$ cat config.mk
export PLATFORM = sky130hd
export DESIGN_NAME = pixel_scheduler_flat
export DESIGN_NICKNAME = d
export VERILOG_FILES = /design/src/rtl/pixel_scheduler_if.sv /design/src/rtl/pixel_scheduler.sv /design/src/flat_wrapper.sv
export SDC_FILE = /design/constraint.sdc
export NUM_CORES = 1
export LEC_CHECK = 0
export CAP_MARGIN = 0
export CORE_MARGIN = 10
export CORE_UTILIZATION = 30
export DETAILED_ROUTE_END_ITERATION = 10
export DONT_BUFFER_PORTS = 1
export HOLD_SLACK_MARGIN = 0.1
export PLACE_DENSITY = 0.47
export SETUP_SLACK_MARGIN = 0.2
export SLEW_MARGIN = 0
export SYNTH_ARGS = -nofsm -noshare
export SYNTH_HDL_FRONTEND = slang
export SYNTH_SLANG_ARGS = --single-unit
$ cat constraint.sdc
create_clock -name aclk -period 2.3 [get_ports aclk]
set_input_delay 0.46 -clock aclk [delete_from_list [all_inputs] [get_ports aclk]]
set_output_delay 0.46 -clock aclk [all_outputs]
set_load 0.02 [all_outputs]
$ cat src/rtl/pixel_scheduler_if.sv
// Engine dispatch, engine completion and retired-pixel stream of the pixel scheduler.
// The scheduler takes the master side; engines and packer take the slave side.
interface pixel_scheduler_if #(
    parameter int NUM_ENGINES = 4
);
    logic                     enable;
    logic [NUM_ENGINES-1:0]   eng_start;
    logic [15:0]              eng_x;
    logic [15:0]              eng_y;
    logic [NUM_ENGINES-1:0]   eng_done;
    logic [8*NUM_ENGINES-1:0] eng_iter;
    logic [7:0]               pix_iter;
    logic                     pix_valid;
    logic                     pix_ready;
    logic                     pix_sof;
    logic                     pix_eol;
    logic                     frame_done;
    logic                     busy;

    modport master (
        input  enable, eng_done, eng_iter, pix_ready,
        output eng_start, eng_x, eng_y, pix_iter, pix_valid, pix_sof, pix_eol,
               frame_done, busy
    );

    modport slave (
        output enable, eng_done, eng_iter, pix_ready,
        input  eng_start, eng_x, eng_y, pix_iter, pix_valid, pix_sof, pix_eol,
               frame_done, busy
    );
endinterface

$ cat src/rtl/pixel_scheduler.sv
// Hands raster-order pixels to a ring of iteration engines and retires their results
// in raster order, whatever order the engines finish in.
//
// frame state | meaning
// ST_DISPATCH | frame still has undispatched pixels
// ST_DRAIN    | last pixel dispatched; waiting for it to be accepted
//
// slot state   | meaning
// SLOT_FREE    | engine idle, may be started
// SLOT_PENDING | engine started, awaiting eng_done
// SLOT_HELD    | result buffered, awaiting retire
module pixel_scheduler #(
    parameter int NUM_ENGINES = 4,
    parameter int X_SIZE      = 1280,
    parameter int Y_SIZE      = 960
) (
    input  logic               aclk,
    input  logic               areset,
    pixel_scheduler_if.master  bus
);
    localparam int PW = $clog2(NUM_ENGINES);

    typedef enum logic [1:0] {SLOT_FREE, SLOT_PENDING, SLOT_HELD} slot_t;
    typedef enum logic {ST_DISPATCH, ST_DRAIN} state_t;

    state_t        state, state_next;
    slot_t         slot_q [NUM_ENGINES];
    slot_t         slot_d [NUM_ENGINES];
    logic [7:0]    buf_q  [NUM_ENGINES];
    logic [PW-1:0] dptr, rptr;
    logic [15:0]   dx, dy, rx, ry;
    logic          dispatch, retire, d_last, r_last, busy_c;

    assign d_last = (dx == 16'(X_SIZE-1)) && (dy == 16'(Y_SIZE-1));
    assign r_last = (rx == 16'(X_SIZE-1)) && (ry == 16'(Y_SIZE-1));

    assign bus.pix_valid = (slot_q[rptr] == SLOT_HELD);
    assign bus.pix_iter  = buf_q[rptr];
    assign bus.pix_sof   = (rx == 16'd0) && (ry == 16'd0);
    assign bus.pix_eol   = (rx == 16'(X_SIZE-1));
    assign bus.busy      = busy_c;
    assign retire        = bus.pix_valid && bus.pix_ready;

    always_comb begin
        busy_c = 1'b0;
        for (int k = 0; k < NUM_ENGINES; k++)
            if (slot_q[k] != SLOT_FREE) busy_c = 1'b1;
    end

    always_comb begin
        state_next = state;
        dispatch   = 1'b0;
        case (state)
            ST_DISPATCH: begin
                dispatch = bus.enable && (slot_q[dptr] == SLOT_FREE);
                if (dispatch && d_last) state_next = ST_DRAIN;
            end
            ST_DRAIN: begin
                if (retire && r_last) state_next = ST_DISPATCH;
            end
            default: state_next = ST_DISPATCH;
        endcase
    end

    // Per slot the three events are mutually exclusive, since each needs a different current state.
    always_comb begin
        for (int k = 0; k < NUM_ENGINES; k++) begin
            slot_d[k] = slot_q[k];
            if (dispatch && dptr == PW'(k))
                slot_d[k] = SLOT_PENDING;
            if (bus.eng_done[k] && slot_q[k] == SLOT_PENDING)
                slot_d[k] = SLOT_HELD;
            if (retire && rptr == PW'(k))
                slot_d[k] = SLOT_FREE;
        end
    end

    always_ff @(posedge aclk) begin
        if (areset) begin
            state          <= ST_DISPATCH;
            for (int k = 0; k < NUM_ENGINES; k++) begin
                slot_q[k] <= SLOT_FREE;
                buf_q[k]  <= '0;
            end
            dptr           <= '0;
            rptr           <= '0;
            dx             <= '0;
            dy             <= '0;
            rx             <= '0;
            ry             <= '0;
            bus.eng_start  <= '0;
            bus.eng_x      <= '0;
            bus.eng_y      <= '0;
            bus.frame_done <= 1'b0;
        end else begin
            state          <= state_next;
            slot_q         <= slot_d;
            for (int k = 0; k < NUM_ENGINES; k++)
                if (bus.eng_done[k] && slot_q[k] == SLOT_PENDING)
                    buf_q[k] <= bus.eng_iter[8*k +: 8];
            bus.eng_start  <= '0;
            bus.frame_done <= retire && r_last;
            if (dispatch) begin
                bus.eng_start <= NUM_ENGINES'(1) << dptr;
                bus.eng_x     <= dx;
                bus.eng_y     <= dy;
                dptr          <= dptr + 1'b1;
                // The last coordinate is held until its pixel retires, then both sides wrap together.
                if (!d_last) begin
                    if (dx == 16'(X_SIZE-1)) begin
                        dx <= '0;
                        dy <= dy + 16'd1;
                    end else begin
                        dx <= dx + 16'd1;
                    end
                end
            end
            if (retire) begin
                if (r_last) begin
                    rx   <= '0;
                    ry   <= '0;
                    dx   <= '0;
                    dy   <= '0;
                    rptr <= '0;
                    dptr <= '0;
                end else begin
                    rptr <= rptr + 1'b1;
                    if (rx == 16'(X_SIZE-1)) begin
                        rx <= '0;
                        ry <= ry + 16'd1;
                    end else begin
                        rx <= rx + 16'd1;
                    end
                end
            end
        end
    end
endmodule

$ cat src/flat_wrapper.sv
// flat-port wrapper written by rule: the top's interface ports become plain ports
module pixel_scheduler_flat 
#(
    parameter int NUM_ENGINES = 4,
    parameter int X_SIZE      = 1280,
    parameter int Y_SIZE      = 960
)
  (aclk, areset, bus_enable, bus_eng_done, bus_eng_iter, bus_pix_ready, bus_eng_start, bus_eng_x, bus_eng_y, bus_pix_iter, bus_pix_valid, bus_pix_sof, bus_pix_eol, bus_frame_done, bus_busy);
  pixel_scheduler_if #(.NUM_ENGINES(NUM_ENGINES)) bus_i ();
  input  logic aclk;
  input  logic areset;
  input wire logic [$bits(bus_i.enable)-1:0] bus_enable;
  input wire logic [$bits(bus_i.eng_done)-1:0] bus_eng_done;
  input wire logic [$bits(bus_i.eng_iter)-1:0] bus_eng_iter;
  input wire logic [$bits(bus_i.pix_ready)-1:0] bus_pix_ready;
  output wire logic [$bits(bus_i.eng_start)-1:0] bus_eng_start;
  output wire logic [$bits(bus_i.eng_x)-1:0] bus_eng_x;
  output wire logic [$bits(bus_i.eng_y)-1:0] bus_eng_y;
  output wire logic [$bits(bus_i.pix_iter)-1:0] bus_pix_iter;
  output wire logic [$bits(bus_i.pix_valid)-1:0] bus_pix_valid;
  output wire logic [$bits(bus_i.pix_sof)-1:0] bus_pix_sof;
  output wire logic [$bits(bus_i.pix_eol)-1:0] bus_pix_eol;
  output wire logic [$bits(bus_i.frame_done)-1:0] bus_frame_done;
  output wire logic [$bits(bus_i.busy)-1:0] bus_busy;
  assign bus_i.enable = bus_enable;
  assign bus_i.eng_done = bus_eng_done;
  assign bus_i.eng_iter = bus_eng_iter;
  assign bus_i.pix_ready = bus_pix_ready;
  assign bus_eng_start = bus_i.eng_start;
  assign bus_eng_x = bus_i.eng_x;
  assign bus_eng_y = bus_i.eng_y;
  assign bus_pix_iter = bus_i.pix_iter;
  assign bus_pix_valid = bus_i.pix_valid;
  assign bus_pix_sof = bus_i.pix_sof;
  assign bus_pix_eol = bus_i.pix_eol;
  assign bus_frame_done = bus_i.frame_done;
  assign bus_busy = bus_i.busy;
  pixel_scheduler #(.NUM_ENGINES(NUM_ENGINES), .X_SIZE(X_SIZE), .Y_SIZE(Y_SIZE)) u_core (.aclk(aclk), .areset(areset), .bus(bus_i));
endmodule
==> results.yml <==
grt:
  grt_max_degree: 33
  grt_pass1_wl_um: 30800
  grt_pass1_vias: 5620
  grt-ovfl-total: 0
  antenna_found_initial: 0
  grtUsageTotal: 0.134
worst_setup_path:
  crit_arrival_ns: 2.08
  max_stage_delay_ns: 0.54
  worst_setup_path_start_kind: "flop"
  path_class: "reg -> out"
  cp_common_cell: "or4_4"
  critPathMaxFanout: 3
  crit_chain: "or4_4 > or4_4 > nor4_4 > buf_4"
  crit_required_ns: 1.84
  cpMaxStageDelayCell: "or4_4"
  critPathCaptureType: "output pin"
final_layout:
  seq_area_mm2: 0.00331
  layout-drive-gt1-share: 0.252
  area_delta_synth_final_pct: 29.4
  multiInputGateArea_mm2: 0.00372
  fillers: 2177
  nNetsFinal: 849
  antennaDiodeCount: 0
die:
  dieArea_mm2: 0.0291
  fp.dieH_um: 170
  rows: 54
  io_pins: 89
  floorplan.initialDensity: 0.308
  die_w_um: 170
  coreArea_mm2: 0.0220
clock_tree:
  cts_root_buffer: "clkbuf_16"
  clk_path_buf_depth: 2
  cts_tree: "built"
  cts_htree_levels: 4
  cts_buffers: 17
  clkTransAtPathRegs_ns: 0.07
  clock_sinks: 148
  clock_latency_ns: 0.43
detailed_routing:
  routed_wl_um: 20500
  drc: 0
  drtPass1Iterations: 5
  vias: 5837
  vias_per_cell: 5.36
  dr.first_iter.drc_count: 296
  wl_per_cell_um: 18.9
  postRouteAntennaNets: 0
timing:
  clock_skew_ns: 0.0107
  setup_tns_ns: -0.240
  timing.final.crit_share: 1.10
  drv_slew: 0
  fmax_ghz: 0.394
  setup_viol: 1
  worst_slack_ns: -0.240
  period_minus_slack_ns: 2.54
  rsz0062_at_grt: "true"
  worstMarginPinSlew_ns: 0.585
  hold_viol: 0
  slew_headroom: 0.609
  hold_ws_ns: 0.128
logic_synthesis:
  synth_nets: 790
  ys_seq_area_frac: 0.483
  synth_ff_type: "dfxtp_1"
  synth.cell_area_mm2: 0.00679
  syn_inst: 736
  avgSynthCellArea_um2: 9.23
  synth-seq-cells: 148
  synth_enable_flop_cells: 32
  synth-async-reset-ratio: 0
  ys.warnings.count: 0
  ys_types: 55
power:
  irDropWorstVdd_mv: 0.462
  power_density_mw_per_mm2: 810
  leakagePower_nw: 2.91
  p_total_mw: 7.12
placed_design:
  io_buffers: 0
  place_congestion: 0.797
  dp_hpwl_um: 13100
worst_hold_path:
  min_path_type: "in -> reg"
job:
  cap_violations: 0
status:
  status: "finished with violations"
  violations: "negative setup slack"
## cell families (layout without fill, tap and decap cells)
kind of cell	after synthesis	after routing	share of synthesized area
and+or+nand+nor	350	353	0.280
DFF	148	148	0.483
AOI/OAI and AO/OA	137	137	0.117
buffers and inverters	55	124	0.0348
xor gates and xnor gates	22	22	0.0284
adders and majority gates	14	14	0.0258
muxes	10	10	0.0313
## timing repair
item | 4_1_cts | 5_1_grt
hold endpoints to repair | 32 | 1
gates resized for setup | 23 | 98
cloned | 3 | 5
hold buffers | 3 | 2
endpoints found under the setup margin | 54 | 78
buffers inserted | 7 | 13
pin swaps | 5 | 22
## per-stage QoR
step | cell area [um^2] | cells | utilization | worst slack [ns]
after floorplan | 6810 | 736 | - | 0.235
after global placement | 7330 | 1023 | 0.333 | 0.0729
after detailed placement | 7330 | 1023 | 0.333 | 0.0129
after CTS | 8150 | 1068 | 0.370 | -0.277
after global routing | 8790 | 1088 | 0.399 | -0.290
final | 8790 | 1088 | 0.399 | -0.240
## final timing paths
path	end	cells past startpoint	from	slack [ns]
worst max register to register	u_core.dx[0]$_SDFF_PP0_	8	u_core.rx[14]$_SDFFE_PP0P_	0.02
worst min register to register	u_core.rx[15]$_SDFFE_PP0P_	2	u_core.rx[15]$_SDFFE_PP0P_	0.50
worst max-delay path	bus_pix_sof	4	u_core.ry[15]$_SDFFE_PP0P_	-0.24
worst min-delay path	u_core.rptr[0]$_SDFFE_PP0P_	1	areset	0.13
## layout by cell type, fill, tap and decap left out, types with 5 or more instances in the layout
cell and instances:
or4_4 6, edfxtp_1 32, buf_4 51, and4_1 6, and2_1 35, a21oi_1 55
nand3b_1 5, inv_1 17, nor2_1 29, or3_1 22, ha_1 11, nor2_4 13
a21oi_2 19, dfxtp_1 104, nand2_1 95, or4_1 10, o21ai_0 21, clkbuf_16 20
nand2b_1 5, nand3_1 32, xnor2_1 10, o31ai_1 10, buf_6 11, nand4_1 28
nor3_1 7, dfxtp_2 9, and3_1 9, nor4_1 16, mux4_2 9, xor2_1 12
inv_8 5
## flip-flops by register name (all words and copies together) (netlist names), named ones only
register and cells:
u_core.bus.eng_x 16, u_core.slot_q 8, u_core.ry 16, u_core.rx 16, u_core.state 1, u_core.buf_q 32, u_core.dx 16, u_core.dy 16
u_core.bus.frame_done 1, u_core.bus.eng_y 16, u_core.rptr 2, u_core.bus.eng_start 4, u_core.dptr 2
## layer usage
| layer | wire (um) | up-vias | GRT usage |
|---|---|---|---|
| met1 | 9200 | 2866 | 0.169 |
| met3 | 1180 | 18 | 0.0416 |
| met5 | 0 | - | 0 |
| li1 | - | 2825 | - |
| met2 | 9840 | 128 | 0.211 |
| met4 | 320 | 0 | 0.0446 |
## area by class of cell
type | count | area share
Sequential cell | 148 | 0.376
Clock inverter | 15 | 0.0209
Timing Repair Buffer | 74 | 0.0830
Inverter | 18 | 0.00797
Multi-Input combinational cell | 536 | 0.424
Clock buffer | 17 | 0.0484
Tap cell | 280 | 0.0399
## power by group
part / switching (mW) / internal [mW] / total, mW
Combinational: 0.858 / 0.481 / 1.34
Clock: 1.26 / 1.65 / 2.91
Sequential: 0.0969 / 2.78 / 2.87
Total: 2.21 / 4.91 / 7.12
## cells in the mapped netlist (3+ instances only)
master / number / area [um^2]
a211oi_1: 6 / 45.0
a21oi_1: 76 / 380
a221oi_1: 4 / 35.0
a31oi_1: 3 / 18.8
and2_1: 37 / 231
and3_1: 9 / 56.3
and4_1: 6 / 52.6
buf_1: 3 / 11.3
buf_2: 9 / 45.0
buf_4: 3 / 22.5
clkbuf_1: 21 / 78.8
dfxtp_1: 116 / 2320
edfxtp_1: 32 / 961
ha_1: 14 / 175
inv_1: 18 / 67.6
mux4_2: 9 / 203
nand2_1: 96 / 360
nand2b_1: 7 / 43.8
nand3_1: 32 / 160
nand3b_1: 5 / 37.5
nand4_1: 28 / 175
nor2_1: 44 / 165
nor2b_1: 5 / 31.3
nor3_1: 8 / 40.0
nor4_1: 19 / 119
o21ai_0: 21 / 105
o21ai_1: 4 / 20.0
o31ai_1: 12 / 90.1
or3_1: 23 / 144
or4_1: 15 / 113
xnor2_1: 10 / 87.6
xor2_1: 12 / 105
## worst max-delay path, delay by kind of cell (launching register included)
| kind | cells | cell delay, ns |
|---|---|---|
| buf+inv | 1 | 0.19 |
| flops | 1 | 0.32 |
| simple gates | 3 | 1.15 |
No activity file was read; power rests on OpenSTA's default activity.
